--- config.mk ---
export PLATFORM = sky130hd
export DESIGN_NAME = transpose_seq_flat
export DESIGN_NICKNAME = d
export VERILOG_FILES = /design/src/rtl/bfloat_pkg.sv /design/src/rtl/transpose_seq_if.sv /design/src/rtl/col_skid_fifo.sv /design/src/rtl/transpose_seq.sv /design/src/flat_wrapper.sv
export SDC_FILE = /design/constraint.sdc
export NUM_CORES = 1
export LEC_CHECK = 0
export ABC_CLOCK_PERIOD_IN_PS = 8950
export CELL_PAD_IN_SITES_DETAIL_PLACEMENT = 1
export CELL_PAD_IN_SITES_GLOBAL_PLACEMENT = 2
export CORE_UTILIZATION = 29
export CTS_CLUSTER_DIAMETER = 80
export DETAILED_ROUTE_END_ITERATION = 7
export PLACE_DENSITY_LB_ADDON = 0.2
export SETUP_SLACK_MARGIN = 0.05
export SLEW_MARGIN = 15
export SYNTH_ARGS = -nofsm -noshare
export SYNTH_HDL_FRONTEND = slang
export SYNTH_SLANG_ARGS = --single-unit
--- constraint.sdc ---
create_clock -name clk -period 8.95 [get_ports clk]
set_clock_uncertainty 0.05 [all_clocks]
set_input_delay 1.79 -clock clk [delete_from_list [all_inputs] [get_ports clk]]
set_output_delay 1.79 -clock clk [all_outputs]
set_load 0.1 [all_outputs]
--- src/rtl/bfloat_pkg.sv ---
// Shared constants, sequencer state encoding and a lane slicing helper for
// the transpose sequencer and its neighbours.
package bfloat_pkg;

    localparam int WIDTH       = 16;
    localparam int NUMSTAGES   = 8;
    localparam int LOGNUMSTAGE = 3;

    typedef enum logic [1:0] {
        FILL      = 2'd0,
        WAIT_BUSY = 2'd1,
        DRAIN     = 2'd2
    } seq_state_e;

    function automatic logic [WIDTH-1:0] lane(input logic [NUMSTAGES*WIDTH-1:0] v,
                                              input int k);
        return v[k*WIDTH +: WIDTH];
    endfunction

endpackage

--- src/rtl/transpose_seq_if.sv ---
// Row input stream, column output stream and the transpose-unit side signals.
// slave = the sequencer, master = whatever drives it (bench or surrounding logic).
interface transpose_seq_if #(
    parameter int WIDTH     = bfloat_pkg::WIDTH,
    parameter int NUMSTAGES = bfloat_pkg::NUMSTAGES
);
    logic                       in_valid;
    logic                       in_ready;
    logic [NUMSTAGES*WIDTH-1:0] in_data;
    logic                       tr_en;
    logic                       tr_read;
    logic [NUMSTAGES*WIDTH-1:0] tr_a;
    logic [NUMSTAGES*WIDTH-1:0] tr_out;
    logic                       tr_busy;
    logic                       out_valid;
    logic                       out_ready;
    logic [NUMSTAGES*WIDTH-1:0] out_data;
    logic                       out_last;

    modport slave (
        input  in_valid, in_data, out_ready, tr_out, tr_busy,
        output in_ready, tr_en, tr_read, tr_a, out_valid, out_data, out_last
    );

    modport master (
        output in_valid, in_data, out_ready, tr_out, tr_busy,
        input  in_ready, tr_en, tr_read, tr_a, out_valid, out_data, out_last
    );
endinterface

--- src/rtl/col_skid_fifo.sv ---
// Two-entry column buffer; entry 0 is always the head. The caller's credit
// scheme guarantees no push lands on a full buffer without a matching pop.
module col_skid_fifo #(
    parameter int W = 128
) (
    input  logic         clk,
    input  logic         resetn,
    input  logic         push_i,
    input  logic [W-1:0] din_i,
    input  logic         last_i,
    input  logic         pop_i,
    output logic [1:0]   occ_o,
    output logic [W-1:0] head_o,
    output logic         head_last_o
);
    logic [W-1:0] d0_q, d1_q;
    logic         l0_q, l1_q;
    logic [1:0]   occ_q;

    always_ff @(posedge clk or negedge resetn) begin
        if (!resetn) begin
            d0_q  <= '0;
            d1_q  <= '0;
            l0_q  <= 1'b0;
            l1_q  <= 1'b0;
            occ_q <= 2'd0;
        end else begin
            case ({push_i, pop_i})
                2'b10: begin
                    if (occ_q == 2'd0) begin
                        d0_q <= din_i;
                        l0_q <= last_i;
                    end else begin
                        d1_q <= din_i;
                        l1_q <= last_i;
                    end
                    occ_q <= occ_q + 2'd1;
                end
                2'b01: begin
                    d0_q  <= d1_q;
                    l0_q  <= l1_q;
                    occ_q <= occ_q - 2'd1;
                end
                2'b11: begin
                    // occupancy unchanged; the new column replaces or follows the head
                    if (occ_q == 2'd2) begin
                        d0_q <= d1_q;
                        l0_q <= l1_q;
                        d1_q <= din_i;
                        l1_q <= last_i;
                    end else begin
                        d0_q <= din_i;
                        l0_q <= last_i;
                    end
                end
                default: ;
            endcase
        end
    end

    assign occ_o       = occ_q;
    assign head_o      = d0_q;
    assign head_last_o = l0_q;
endmodule

--- src/rtl/transpose_seq.sv ---
// Fills the transpose unit with one tile of rows, then drains its columns into
// a 2-entry buffer under a credit scheme so output backpressure never drops data.
module transpose_seq #(
    parameter int WIDTH       = bfloat_pkg::WIDTH,
    parameter int NUMSTAGES   = bfloat_pkg::NUMSTAGES,
    parameter int LOGNUMSTAGE = bfloat_pkg::LOGNUMSTAGE
) (
    input logic             clk,
    input logic             resetn,
    transpose_seq_if.slave  io
);
    import bfloat_pkg::*;

    localparam int             CW       = LOGNUMSTAGE + 1;
    localparam logic [CW-1:0]  N_CNT    = CW'(NUMSTAGES);
    localparam logic [CW-1:0]  ROW_LAST = CW'(NUMSTAGES - 1);

    seq_state_e    state_q, state_d;
    logic [CW-1:0] row_cnt_q, row_cnt_d;
    logic [CW-1:0] rd_cnt_q, rd_cnt_d;
    logic          inflight_q;
    logic [1:0]    occ;
    logic [2:0]    credit;
    logic          pop, accept, rd, drain_done, head_last;

    assign pop        = io.out_valid & io.out_ready;
    assign drain_done = (state_q == DRAIN) && (rd_cnt_q == N_CNT) && !inflight_q && !io.tr_busy;

    // The drain-exit cycle already accepts the next tile's first row.
    assign io.in_ready = resetn & ((state_q == FILL) | drain_done);
    assign accept      = io.in_valid & io.in_ready;
    assign io.tr_en    = accept;
    assign io.tr_a     = resetn ? io.in_data : '0;

    // Slots committed after this cycle: stored, minus leaving, plus the read in flight.
    assign credit     = {1'b0, occ} - {2'b00, pop} + {2'b00, inflight_q};
    assign rd         = (state_q == DRAIN) && (rd_cnt_q < N_CNT) && (credit < 3'd2);
    assign io.tr_read = rd;

    always_comb begin
        state_d   = state_q;
        row_cnt_d = row_cnt_q;
        rd_cnt_d  = rd_cnt_q;
        case (state_q)
            FILL: begin
                if (accept) begin
                    if (row_cnt_q == ROW_LAST) begin
                        row_cnt_d = '0;
                        state_d   = WAIT_BUSY;
                    end else begin
                        row_cnt_d = row_cnt_q + 1'b1;
                    end
                end
            end
            WAIT_BUSY: begin
                if (io.tr_busy) state_d = DRAIN;
            end
            DRAIN: begin
                if (rd) rd_cnt_d = rd_cnt_q + 1'b1;
                if (drain_done) begin
                    state_d   = FILL;
                    rd_cnt_d  = '0;
                    row_cnt_d = accept ? CW'(1) : '0;
                end
            end
            default: state_d = FILL;
        endcase
    end

    always_ff @(posedge clk or negedge resetn) begin
        if (!resetn) begin
            state_q    <= FILL;
            row_cnt_q  <= '0;
            rd_cnt_q   <= '0;
            inflight_q <= 1'b0;
        end else begin
            state_q    <= state_d;
            row_cnt_q  <= row_cnt_d;
            rd_cnt_q   <= rd_cnt_d;
            inflight_q <= rd;
        end
    end

    // A column lands the cycle after its read; rd_cnt has already advanced past it.
    col_skid_fifo #(.W(NUMSTAGES*WIDTH)) u_fifo (
        .clk         (clk),
        .resetn      (resetn),
        .push_i      (inflight_q),
        .din_i       (io.tr_out),
        .last_i      (rd_cnt_q == N_CNT),
        .pop_i       (pop),
        .occ_o       (occ),
        .head_o      (io.out_data),
        .head_last_o (head_last)
    );

    assign io.out_valid = (occ != 2'd0);
    assign io.out_last  = head_last & io.out_valid;
endmodule

--- src/flat_wrapper.sv ---
// flat-port wrapper written by rule: the top's interface ports become plain ports
module transpose_seq_flat import bfloat_pkg::*;
#(
    parameter int WIDTH       = bfloat_pkg::WIDTH,
    parameter int NUMSTAGES   = bfloat_pkg::NUMSTAGES,
    parameter int LOGNUMSTAGE = bfloat_pkg::LOGNUMSTAGE
)
  (clk, resetn, io_in_valid, io_in_data, io_out_ready, io_tr_out, io_tr_busy, io_in_ready, io_tr_en, io_tr_read, io_tr_a, io_out_valid, io_out_data, io_out_last);
  transpose_seq_if #(.WIDTH(WIDTH), .NUMSTAGES(NUMSTAGES)) io_i ();
  input logic clk;
  input logic resetn;
  input wire logic [$bits(io_i.in_valid)-1:0] io_in_valid;
  input wire logic [$bits(io_i.in_data)-1:0] io_in_data;
  input wire logic [$bits(io_i.out_ready)-1:0] io_out_ready;
  input wire logic [$bits(io_i.tr_out)-1:0] io_tr_out;
  input wire logic [$bits(io_i.tr_busy)-1:0] io_tr_busy;
  output wire logic [$bits(io_i.in_ready)-1:0] io_in_ready;
  output wire logic [$bits(io_i.tr_en)-1:0] io_tr_en;
  output wire logic [$bits(io_i.tr_read)-1:0] io_tr_read;
  output wire logic [$bits(io_i.tr_a)-1:0] io_tr_a;
  output wire logic [$bits(io_i.out_valid)-1:0] io_out_valid;
  output wire logic [$bits(io_i.out_data)-1:0] io_out_data;
  output wire logic [$bits(io_i.out_last)-1:0] io_out_last;
  assign io_i.in_valid = io_in_valid;
  assign io_i.in_data = io_in_data;
  assign io_i.out_ready = io_out_ready;
  assign io_i.tr_out = io_tr_out;
  assign io_i.tr_busy = io_tr_busy;
  assign io_in_ready = io_i.in_ready;
  assign io_tr_en = io_i.tr_en;
  assign io_tr_read = io_i.tr_read;
  assign io_tr_a = io_i.tr_a;
  assign io_out_valid = io_i.out_valid;
  assign io_out_data = io_i.out_data;
  assign io_out_last = io_i.out_last;
  transpose_seq #(.WIDTH(WIDTH), .NUMSTAGES(NUMSTAGES), .LOGNUMSTAGE(LOGNUMSTAGE)) u_core (.clk(clk), .resetn(resetn), .io(io_i));
endmodule
### Word-level counts from Yosys, hierarchy flattened

Index checks and enable logic that the tools add are counted.

| operators by class | value |
|---|---|
| $add $sub $neg | 6 |
| order comparisons | 2 |
| equal/unequal tests | 15 |
| multiplexer cells | 26 |
| bitwise gates (word level) | 5 |
| reductions and logical operators | 20 |

Operator list:

| cell | number |
|---|---|
| 128-bit 2-to-1 mux | 5 |
| 128-bit one-hot mux with 3 select lines | 1 |
| 128-bit one-hot mux with 2 select lines | 1 |
| 4-bit 2-to-1 mux | 5 |
| 2-bit != test (second input constant) | 5 |
| 2-bit nonzero test | 5 |
| 4-bit by 1-bit adder with 4-bit output (second input constant) | 2 |
| 2-bit equality test (second input constant) | 4 |
| 2-bit 2-to-1 mux | 4 |
| 4-bit one-hot mux with 2 select lines | 1 |
| 2-bit one-hot mux with 3 select lines | 1 |
| 3-bit AND reduction | 2 |
| 1-bit logical AND | 5 |
| 1-bit 2-to-1 mux | 5 |
| 1-bit AND | 4 |
| 2-bit by 1-bit equality test with 1-bit output (second input constant) | 2 |
| 4-bit by 3-bit equality test with 1-bit output (second input constant) | 1 |
| 4-bit equality test (second input constant) | 1 |
| 2-bit logical NOT | 2 |
| 4-bit less-than comparator (second input constant) | 1 |
| 2-bit by 1-bit != test with 1-bit output (second input constant) | 2 |
| 2-bit one-hot mux with 2 select lines | 1 |
| 2-bit AND reduction | 2 |
| 4-bit AND reduction | 1 |
| other kinds (10) | 11 |

| storage, ports and cells | value |
|---|---|
| register bits after elaboration | 271 |
| input bits | 261 |
| output and inout port bits | 261 |
| word-level logic and storage cells | 83 |

### Logic depth before layout (Yosys ltp)

Gate-level depths: netlist of the first run.

| depth | value |
|---|---|
| depth after elaboration | 10 |
| gate-level depth with buffers | 10 |
| depth with buffers taken out | 7 |

### Modules after synthesis

From an unflattened synthesis of the first run, not the netlist that was laid out.

| second synthesis, totals | value |
|---|---|
| cell total of the unflattened synthesis | 1,254 |
| area total of the unflattened synthesis | 13,015.0 um^2 |

Modules (own cells, without submodules):

| module | instances | cells an instance | area an instance (um^2) | sequential area each (um^2) |
|---|---|---|---|---|
| col_skid_fifo | 1 | 1,037 | 11,424.7 | 6,506.2 |
| transpose_seq | 1 | 217 | 1,590.3 | 275.3 |

### Worst setup path after synthesis of the first run

Ideal clock, no wire load.

| timing path | value |
|---|---|
| path type | input to output |
| from | input port io_out_ready |
| to | output port io_tr_read |
| arrival | 4.585 ns |
| data required time | 7.110 ns |
| slack | 2.525 ns |
| stages on the path | 7 |
| path buffers | 1 |
| path through | o21a_1 -> clkbuf_1 -> ha_1 -> nand2b_1 -> fa_1 -> nor4bb_1 -> and2_1 |

| between the ends | value |
|---|---|
| longest elaborated chain between the ends | 5 |

RTL lines:

| what | line | source |
|---|---|---|
| from (decl) | flat_wrapper.sv:14 | `input wire logic [$bits(io_i.out_ready)-1:0] io_out_ready;` |
| 1-bit AND | transpose_seq.sv:26 | `assign pop = io.out_valid & io.out_ready;` |
| 2-bit by 1-bit subtractor with 3-bit output | transpose_seq.sv:36 | `assign credit = {1'b0, occ} - {2'b00, pop} + {2'b00, inflight_q};` |
| 3-bit by 1-bit adder with 3-bit output | transpose_seq.sv:36 |  |
| 3-bit by 2-bit less-than comparator with 1-bit output | transpose_seq.sv:37 | `assign rd = (state_q == DRAIN) && (rd_cnt_q < N_CNT) && (credit < 3'd2);` |
| 1-bit logical AND | transpose_seq.sv:37 |  |
| to (decl) | flat_wrapper.sv:19 | `output wire logic [$bits(io_i.tr_read)-1:0] io_tr_read;` |

Every way passes these cells.

### Worst setup path after layout of the first run

Ends and elaborated chain as after synthesis.

==> results_dict.tcl, run 1 <==
set metrics [dict create \
    num_rows 78 \
    min_to "u_core.u_fifo.d1_q[8]" \
    crit_family "buffers and inverters" \
    crit_path_max_fanout 6 \
    whs_ps 450 \
    synth.net_count 1523 \
    dr.pass1.iters 4 \
    place.gp.congestion 0.777 \
    portBuffers 521 \
    area_growth_pct 51.1 \
    start_kind "input port" \
    fin_crit_ps 7270 \
    antenna_found_initial 15 \
    fmax_mhz 137 \
    grt_pass1_wl_um 80700 \
    yosysMostFrequentCell "dfrtp_1" \
    ys_types 47 \
    initial_core_util 0.295 \
    wire_per_inst_um 22.8 \
    path_clk_slew_ps 60 \
    vias_per_cell 5.14 \
    cts_root_buf "clkbuf_16" \
    totalPowerFinal_w 0.00903 \
    min_path_type "flip-flop to flip-flop" \
    drt_iter0_drc 632 \
    rrSetupSlack_ps 4900 \
    grt_max_degree 97 \
    ant_nets 0 \
    leakage_nw 8.09 \
    cts_made_buffers 36 \
    ys.flop_type "dfrtp_1" \
    cp.arrival_ps 5430 \
    drc 0 \
    cpMaxStageDelayCell "clkdlybuf4s50_1" \
    fin_util 0.446 \
    fin_tns_setup_ps 0 \
    r2r-start "u_core.u_fifo.occ_o[1]" \
    dieWidth_um 217 \
    groute.usage.overall 0.222 \
    critPathCaptureType "output port" \
    hold_depth 1 \
    maxCapViolations 0 \
    period_share 0.813 \
    synth.ff_latch_count 271 \
    num-nets-final 1974 \
    routed_wl_um 53300 \
    yosysTopAreaCell "dfrtp_1" \
    grt_pass1_vias 12800 \
    clockBufferDepth 3 \
    clock_latency_ps 540 \
    fp.dieArea_um2 47100 \
    ctsHoldBuffers 0 \
    netlist_area_um2 13400 \
    cts_resized 0 \
    fp.dieH_um 217 \
    post_cts_buffers 0 \
    critPathMaxStageDelay_ps 1150 \
    gr-total-overflow 0 \
    cts_tree "yes" \
    r2r.worst_path.cells 7 \
    cp.required_ps 7110 \
    final_layout_size_suffix_gt1_frac 0.128 \
    path_class "input port to output port" \
    drv_slew 0 \
    maxSlewHeadroom 0.221 \
    dp_hpwl_um 33900 \
    outcome "finished, final reports clean" \
    worstPathCellList "clkdlybuf4s50_1 -> o21a_4 -> ha_4 -> nand2b_1 -> fa_1 -> nor4bb_1 -> and2_1 -> clkdlybuf4s50_1" \
    worstReg2RegEnd "u_core.u_fifo.head_o[58]" \
    yosys_warnings 0 \
    async_reset_ff_frac 1.00 \
    ys_top_cells_by_count "dfrtp_1, nand3_1, and2_1, o21ai_0, a31oi_1" \
    tightest_slew_ps 1160 \
    rsz0062_at_grt "no" \
    hold_violations 0 \
    synth_top_area_frac 0.506 \
    cts_num_sinks 271 \
    post_synth.cell_area_avg_um2 10.7 \
    synthCells 1254 \
    cts_max_level 2 \
    cp_num_buf_inv 2 \
    via_count 12000 \
    synthTopCellsByArea "dfrtp_1, mux2_4, and2_1" \
    setup_viol 0 \
    synth-edff-count 0 \
    power_density_nw_per_um2 446 \
    io_pins 522 \
    hp-start "u_core.u_fifo.d1_q[8]" \
    ir_drop_mv 0.315 \
    ys_seq_area_frac 0.506 \
    crit_top_cell "clkdlybuf4s50_1" \
    core_area_um2 45500 \
]
## power by group
part / internal (W) / leakage, nW / switching (W)
Combinational: 0.00157 / 4.25 / 0.00371
Sequential: 0.00185 / 3.21 / 0.000371
Clock: 0.000954 / 0.628 / 0.000568
Total: 0.00438 / 8.09 / 0.00465
## sequential cells by signal (all words and copies together), names as in the netlist
| register | flops |
|---|---|
| u_core.state_q | 2 |
| u_core.u_fifo.d1_q | 128 |
| u_core.inflight_q | 1 |
| u_core.u_fifo.occ_o | 2 |
| u_core.u_fifo.l1_q | 1 |
| u_core.rd_cnt_q | 4 |
| u_core.u_fifo.head_o | 128 |
| u_core.u_fifo.head_last_o | 1 |
| u_core.row_cnt_q | 4 |
## logic make-up (layout without fill, tap and decap cells)
logic type	count (synthesis)	after routing	synth area share
AND/OR/NAND/NOR	425	425	0.174
multiplexers	130	130	0.140
adder cells (fa/ha/maj)	8	8	0.00802
other	0	8	0
buffers and inverters	137	615	0.0496
XOR/XNOR	4	4	0.00261
AO/OA/AOI/OAI	279	279	0.121
flip-flops	271	271	0.506
## per-stage QoR
| step | std cells | instance area (µm²) | setup slack [ps] |
|---|---|---|---|
| floorplan | 1254 | 13400 | 2520 |
| global placement | 2267 | 19000 | 1770 |
| detailed placement | 2267 | 19000 | 1710 |
| CTS | 2332 | 20200 | 1700 |
| global route | 2339 | 20300 | 1620 |
| finish | 2340 | 20300 | 1680 |
## per-layer routing
| layer | share of wire | vias to the layer above | global-route usage |
|---|---|---|---|
| met1 | 0.43 | 6148 | 0.286 |
| li1 | - | 5439 | - |
| met5 | 0.0017 | - | 0 |
| met2 | 0.48 | 356 | 0.355 |
| met4 | 0.026 | 12 | 0.0768 |
| met3 | 0.067 | 70 | 0.0622 |
## layout make-up
type,instances,area (µm²)
clock inverters,10,140
repair buffers,543,5410
inverters,7,26.3
flip-flops and latches,271,6780
clock buffers,55,1120
well taps,600,751
multi-input cells,846,6010
diodes,8,20.0
fillers,4981,25200
## cells in the final DEF (no fill, tap or decap), types with 8 or more instances in the layout
cell,n
clkdlybuf4s50_1,519
dfrtp_1,271
nand3_1,133
o21ai_0,132
and2_1,132
a31oi_1,130
nor3_1,129
mux2_4,110
clkbuf_16,38
buf_4,21
mux2_2,19
clkbuf_8,11
diode_2,8
## how the worst max path moves through the flow
stage / from / to / slack (ps) / cells past startpoint
after global routing: io_out_ready / io_tr_read / 1620 / 8
final: io_out_ready / io_tr_read / 1680 / 8
after floorplan: io_out_ready / io_tr_read / 2520 / 7
after CTS: io_out_ready / io_tr_read / 1700 / 8
after global placement: io_out_ready / io_tr_read / 1770 / 8
after detailed placement: io_out_ready / io_tr_read / 1710 / 8
Power figures use the tool's default switching activity.
==> run 2, diff against run 1 <==
--- a/config.mk
+++ b/config.mk
@@ -5,10 +5,10 @@
 export SDC_FILE = /design/constraint.sdc
 export NUM_CORES = 1
 export LEC_CHECK = 0
-export ABC_CLOCK_PERIOD_IN_PS = 8950
+export ABC_CLOCK_PERIOD_IN_PS = 7200
 export CELL_PAD_IN_SITES_DETAIL_PLACEMENT = 1
 export CELL_PAD_IN_SITES_GLOBAL_PLACEMENT = 2
-export CORE_UTILIZATION = 29
+export CORE_UTILIZATION = 27
 export CTS_CLUSTER_DIAMETER = 80
 export DETAILED_ROUTE_END_ITERATION = 7
 export PLACE_DENSITY_LB_ADDON = 0.2
==> constraint.sdc (replaced) <==
create_clock -name clk -period 7.2 [get_ports clk]
set_clock_uncertainty 0.05 [all_clocks]
set_input_delay 1.44 -clock clk [delete_from_list [all_inputs] [get_ports clk]]
set_output_delay 1.44 -clock clk [all_outputs]
set_load 0.1 [all_outputs]
==> run 2 against run 1 <==
Against the previous run: sequential cell count unchanged; highest routed layer is now met4; critical path depth unchanged; sequential power up 25%; first-iteration DRC count down 2.4%; global-route usage down 0.20 points; worst hold slack worse by 1.2 ps; non-clock buffer count down 3; total power up 23%; clock power up 13%; critical endpoint unchanged; count of clock-buffer cells in the layout down 5; critical path type unchanged.
==> results_dict.tcl, run 2 (synthesized netlist as in run 1, its figures left out) <==
set metrics [dict create \
    vias_per_cell 5.02 \
    outcome "finished, final reports clean" \
    fin_util 0.413 \
    num-nets-final 1970 \
    final_layout_size_suffix_gt1_frac 0.121 \
    fmax_mhz 167 \
    min_to "u_core.u_fifo.d1_q[127]" \
    path_clk_slew_ps 60 \
    grt_pass1_wl_um 84100 \
    wl_met2_um 29000 \
    cts_num_sinks 271 \
    dieWidth_um 225 \
    place.gp.congestion 0.819 \
    tightest_slew_ps 1160 \
    fp.dieH_um 225 \
    fp.dieArea_um2 50600 \
    ant_nets 0 \
    ctsHoldBuffers 0 \
    gr-total-overflow 0 \
    groute.usage.overall 0.220 \
    cts_resized 0 \
    crit_path_max_fanout 25 \
    num_rows 81 \
    hold_depth 1 \
    start_kind "input port" \
    io_pins 522 \
    place_ws_ps 1230 \
    worstReg2RegEnd "u_core.u_fifo.d1_q[6]" \
    portBuffers 521 \
    placed_area_um2 19100 \
    cpMaxStageDelayCell "nor4bb_1" \
    cp.required_ps 5710 \
    wl_met3_um 3980 \
    antenna_found_initial 7 \
    drt_iter0_drc 617 \
    power_density_nw_per_um2 547 \
    hold_violations 0 \
    cp.arrival_ps 4510 \
    dp_hpwl_um 36200 \
    mostFrequentLayoutCell "clkdlybuf4s50_1" \
    drv_slew 0 \
    wl_met1_um 22700 \
    topRoutingLayerUsed "met4" \
    core_area_um2 49000 \
    maxSlewHeadroom 0.226 \
    r2r-start "u_core.u_fifo.occ_o[1]" \
    post_cts_buffers 0 \
    maxCapViolations 0 \
    grt_max_degree 148 \
    setup_viol 0 \
    hp-start "u_core.u_fifo.d1_q[127]" \
    cts_tree "yes" \
    critPathMaxStageDelay_ps 670 \
    grt_pass1_vias 13000 \
    path_class "input port to output port" \
    routed_wl_um 56500 \
    critPathCaptureType "output port" \
    leakage_nw 8.01 \
    clock_latency_ps 530 \
    fin_tns_setup_ps 0 \
    rrSetupSlack_ps 3200 \
    r2r.worst_path.cells 6 \
    cts_root_buf "clkbuf_16" \
    via_count 12000 \
    clockBufferDepth 3 \
    cts_max_level 2 \
    timing.final.ws_setup_ps 1200 \
    initial_core_util 0.274 \
    wire_per_inst_um 23.7 \
    drc 0 \
    layout_common_cells "clkdlybuf4s50_1, dfrtp_1, nand3_1" \
    worstPathCellList "clkdlybuf4s50_1 -> o21a_4 -> ha_4 -> nand2b_1 -> fa_1 -> nor4bb_1 -> and2_1 -> buf_4" \
    area_growth_pct 50.6 \
    rsz0062_at_grt "no" \
    fin_area_um2 20200 \
    period_share 0.833 \
    min_path_type "flip-flop to flip-flop" \
    cts_made_buffers 35 \
    ir_drop_mv 0.286 \
    fin_crit_ps 6000 \
    dr.pass1.iters 4 \
]
run 2: through the flow:
step	hold WS, ps	power (W)	instances
after floorplan	414	0.00763	1254
after detailed placement	438	0.00940	2328
after global routing	465	0.0116	2384
after CTS	453	0.0112	2384
after global placement	434	0.00930	2328
final	449	0.0111	2387
run 2: how the worst max path moves through the flow:
| stage | from | end | slack [ps] | cells past startpoint |
|---|---|---|---|---|
| 6_report | io_out_ready | io_tr_read | 1200 | 8 |
| 5_1_grt | io_out_ready | io_tr_read | 1030 | 8 |
| 4_1_cts | io_out_ready | io_tr_read | 1220 | 8 |
| 3_5_place_dp | io_out_ready | io_tr_read | 1230 | 8 |
| 3_3_place_gp | io_out_ready | io_tr_read | 1340 | 8 |
| 2_1_floorplan | io_out_ready | io_tr_read | 1470 | 7 |
run 2: per-layer routing:
| metal | global-route usage | vias up |
|---|---|---|
| met2 | 0.391 | 381 |
| met5 | 0 | - |
| li1 | - | 5429 |
| met1 | 0.266 | 6120 |
| met3 | 0.0575 | 54 |
| met4 | 0.0428 | 0 |
run 2: power breakdown:
part           total, W  internal, W  switching (W)  leakage (nW)
logic           0.00656      0.00196        0.00460          4.26
registers       0.00278      0.00231       0.000478          3.21
clock network   0.00172      0.00102       0.000697         0.536
total            0.0111      0.00529        0.00577          8.01
run 2: worst max-delay path, delay by kind of cell:
family                   cells  cell delay (ps)
buffers and inverters        2              790
AO/OA/AOI/OAI                1              350
AND/OR/NAND/NOR              3             1120
adder cells (fa/ha/maj)      2              770
run 2: final cells by class:
class / instances / area, µm²
clock inverter: 6 / 72.6
fill: 5350 / 28700
clock buffer: 50 / 1020
multi-input combinational: 846 / 6010
timing repair buffer: 540 / 5450
sequential: 271 / 6780
tap: 664 / 831
inverter: 7 / 26.3
antenna: 3 / 7.51
==> run 3, diff against run 2 <==
--- a/config.mk
+++ b/config.mk
@@ -5,7 +5,7 @@
 export SDC_FILE = /design/constraint.sdc
 export NUM_CORES = 1
 export LEC_CHECK = 0
-export ABC_CLOCK_PERIOD_IN_PS = 7200
+export ABC_CLOCK_PERIOD_IN_PS = 5800
 export CELL_PAD_IN_SITES_DETAIL_PLACEMENT = 1
 export CELL_PAD_IN_SITES_GLOBAL_PLACEMENT = 2
 export CORE_UTILIZATION = 27
==> constraint.sdc (replaced) <==
create_clock -name clk -period 5.8 [get_ports clk]
set_clock_uncertainty 0.05 [all_clocks]
set_input_delay 1.16 -clock clk [delete_from_list [all_inputs] [get_ports clk]]
set_output_delay 1.16 -clock clk [all_outputs]
set_load 0.1 [all_outputs]
==> run 3 against run 2 <==
Against the previous run: worst hold slack improved by 0.89 ps; worst setup slack got worse by 100 ps; wire length decreased by 0.94%; design area decreased by 0.97%; critical path type unchanged; critical endpoint unchanged; largest cell class unchanged.
==> results_dict.tcl, run 3 (synthesized netlist as in run 1, its figures left out) <==
set metrics [dict create \
    period_share 0.810 \
    groute.usage.overall 0.219 \
    cpMaxStageDelayCell "fa_1" \
    vias_per_cell 5.00 \
    cts_max_level 2 \
    grt_max_degree 130 \
    hp-start "u_core.u_fifo.d1_q[127]" \
    switching_share 0.521 \
    ant_nets 0 \
    num_rows 81 \
    seq_power_share 0.252 \
    drt_iter0_drc 538 \
    crit_path_max_fanout 6 \
    p_switching_w 0.00716 \
    initial_core_util 0.274 \
    clock_latency_ps 540 \
    power_density_nw_per_um2 688 \
    routed_wl_um 55900 \
    fin_crit_ps 4700 \
    leakage_nw 8.22 \
    r2r.worst_path.cells 6 \
    worstPathCellList "clkdlybuf4s50_1 -> o21a_4 -> ha_4 -> nand2b_1 -> fa_1 -> nor4bb_1 -> buf_4 -> and2_1 -> buf_12" \
    r2r-start "u_core.u_fifo.occ_o[1]" \
    hold_violations 0 \
    setup_viol 0 \
    rsz0062_at_grt "no" \
    n_fill_cell 5357 \
    fp.dieArea_um2 50600 \
    wl_met3_um 3770 \
    wl_met1_um 22500 \
    worstReg2RegEnd "u_core.u_fifo.d1_q[37]" \
    final_layout_size_suffix_gt1_frac 0.188 \
    cts_made_buffers 35 \
    via_count 12000 \
    fin_tns_setup_ps 0 \
    dp_hpwl_um 36700 \
    critPathCaptureType "output port" \
    dieWidth_um 225 \
    path_clk_slew_ps 60 \
    fp.dieH_um 225 \
    outcome "finished, final reports clean" \
    fin_util 0.409 \
    core_area_um2 49000 \
    clockBufferDepth 3 \
    num-nets-final 1975 \
    p_int_w 0.00659 \
    clkPwrFrac 0.157 \
    hold_depth 1 \
    area_growth_pct 49.2 \
    critPathMaxStageDelay_ps 490 \
    antenna_found_initial 8 \
    ctsHoldBuffers 0 \
    layout_common_cells "clkdlybuf4s50_1, dfrtp_1, nand3_1" \
    numPlacedInstances 2333 \
    post_cts_buffers 0 \
    combPwrFrac 0.590 \
    cts_num_sinks 271 \
    topRoutingLayerUsed "met5" \
    place.gp.congestion 0.875 \
    path_class "input port to output port" \
    mostFrequentLayoutCell "clkdlybuf4s50_1" \
    maxCapViolations 0 \
    min_path_type "flip-flop to flip-flop" \
    maxSlewHeadroom 0.270 \
    wire_per_inst_um 23.3 \
    start_kind "input port" \
    fmax_mhz 213 \
    fin_cells 2401 \
    tightest_slew_ps 1090 \
    dr.pass1.iters 4 \
    portBuffers 521 \
    cts_root_buf "clkbuf_16" \
    cts_resized 0 \
    grt_pass1_wl_um 84000 \
    gr-total-overflow 0 \
    wl_met2_um 27800 \
    io_pins 522 \
    cp.required_ps 4590 \
    drv_slew 0 \
    rrSetupSlack_ps 2270 \
    cts_tree "yes" \
    drc 0 \
    grt_pass1_vias 13100 \
    min_to "u_core.u_fifo.d1_q[127]" \
    cp.arrival_ps 3490 \
    ir_drop_mv 0.289 \
]
-- run 3: cell types whose count changed in the layout (fill, tap and decap cells not counted), sizes merged --
cell and change:
clkinvlp -1, diode +4, buf +115, inv +2, bufinv +2, clkdlybuf4s50 -110, clkinv +4, clkbuf -2
-- run 3: power groups by stage --
stage / logic (W) / clock network, W / registers [W]
6_report: 0.00812 / 0.00216 / 0.00347
5_1_grt: 0.00851 / 0.00230 / 0.00360
4_1_cts: 0.00819 / 0.00223 / 0.00348
3_5_place_dp: 0.00818 / 0 / 0.00349
3_3_place_gp: 0.00809 / 0 / 0.00347
2_1_floorplan: 0.00285 / 0 / 0.00663
-- run 3: cell type report --
cell class	instances	area, µm²	area share
Clock inverter	13	151	0.00757
Tap cell	664	831	0.0415
Clock buffer	48	965	0.0482
Timing Repair Buffer	545	5220	0.261
Antenna cell	7	17.5	0.000876
Inverter	7	26.3	0.00131
Sequential cell	271	6780	0.339
Multi-Input combinational cell	846	6010	0.301
-- run 3: stage by stage --
step	power (W)	setup slack [ps]	hold slack, ps	cell area, µm²
finish	0.0138	1100	450	20000
global route	0.0144	989	469	20000
CTS	0.0139	1090	452	20000
detailed placement	0.0117	1110	437	18900
global placement	0.0116	1100	433	18900
floorplan	0.00948	635	414	13400
-- run 3: layer usage --
metal	vias to the layer above	GRT usage
met5	-	0
met4	2	0.0961
met3	71	0.0581
met2	393	0.370
met1	6098	0.260
li1	5430	-
-- run 3: worst max-delay path by stage --
stage / depth (start not counted) / slack, ps / start / endpoint
floorplan: 7 / 630 / io_out_ready / io_tr_read
finish: 9 / 1100 / io_out_ready / io_tr_read
detailed placement: 9 / 1110 / io_out_ready / io_tr_read
global route: 9 / 990 / io_out_ready / io_tr_read
CTS: 9 / 1090 / io_out_ready / io_tr_read
global placement: 9 / 1100 / io_out_ready / io_tr_read
-- run 3: worst max-delay path, delay by kind of cell --
family / cells / cell delay, ps
AND/OR/NAND/NOR: 3 / 620
adder cells (fa/ha/maj): 2 / 690
buffers and inverters: 3 / 870
AO/OA/AOI/OAI: 1 / 140
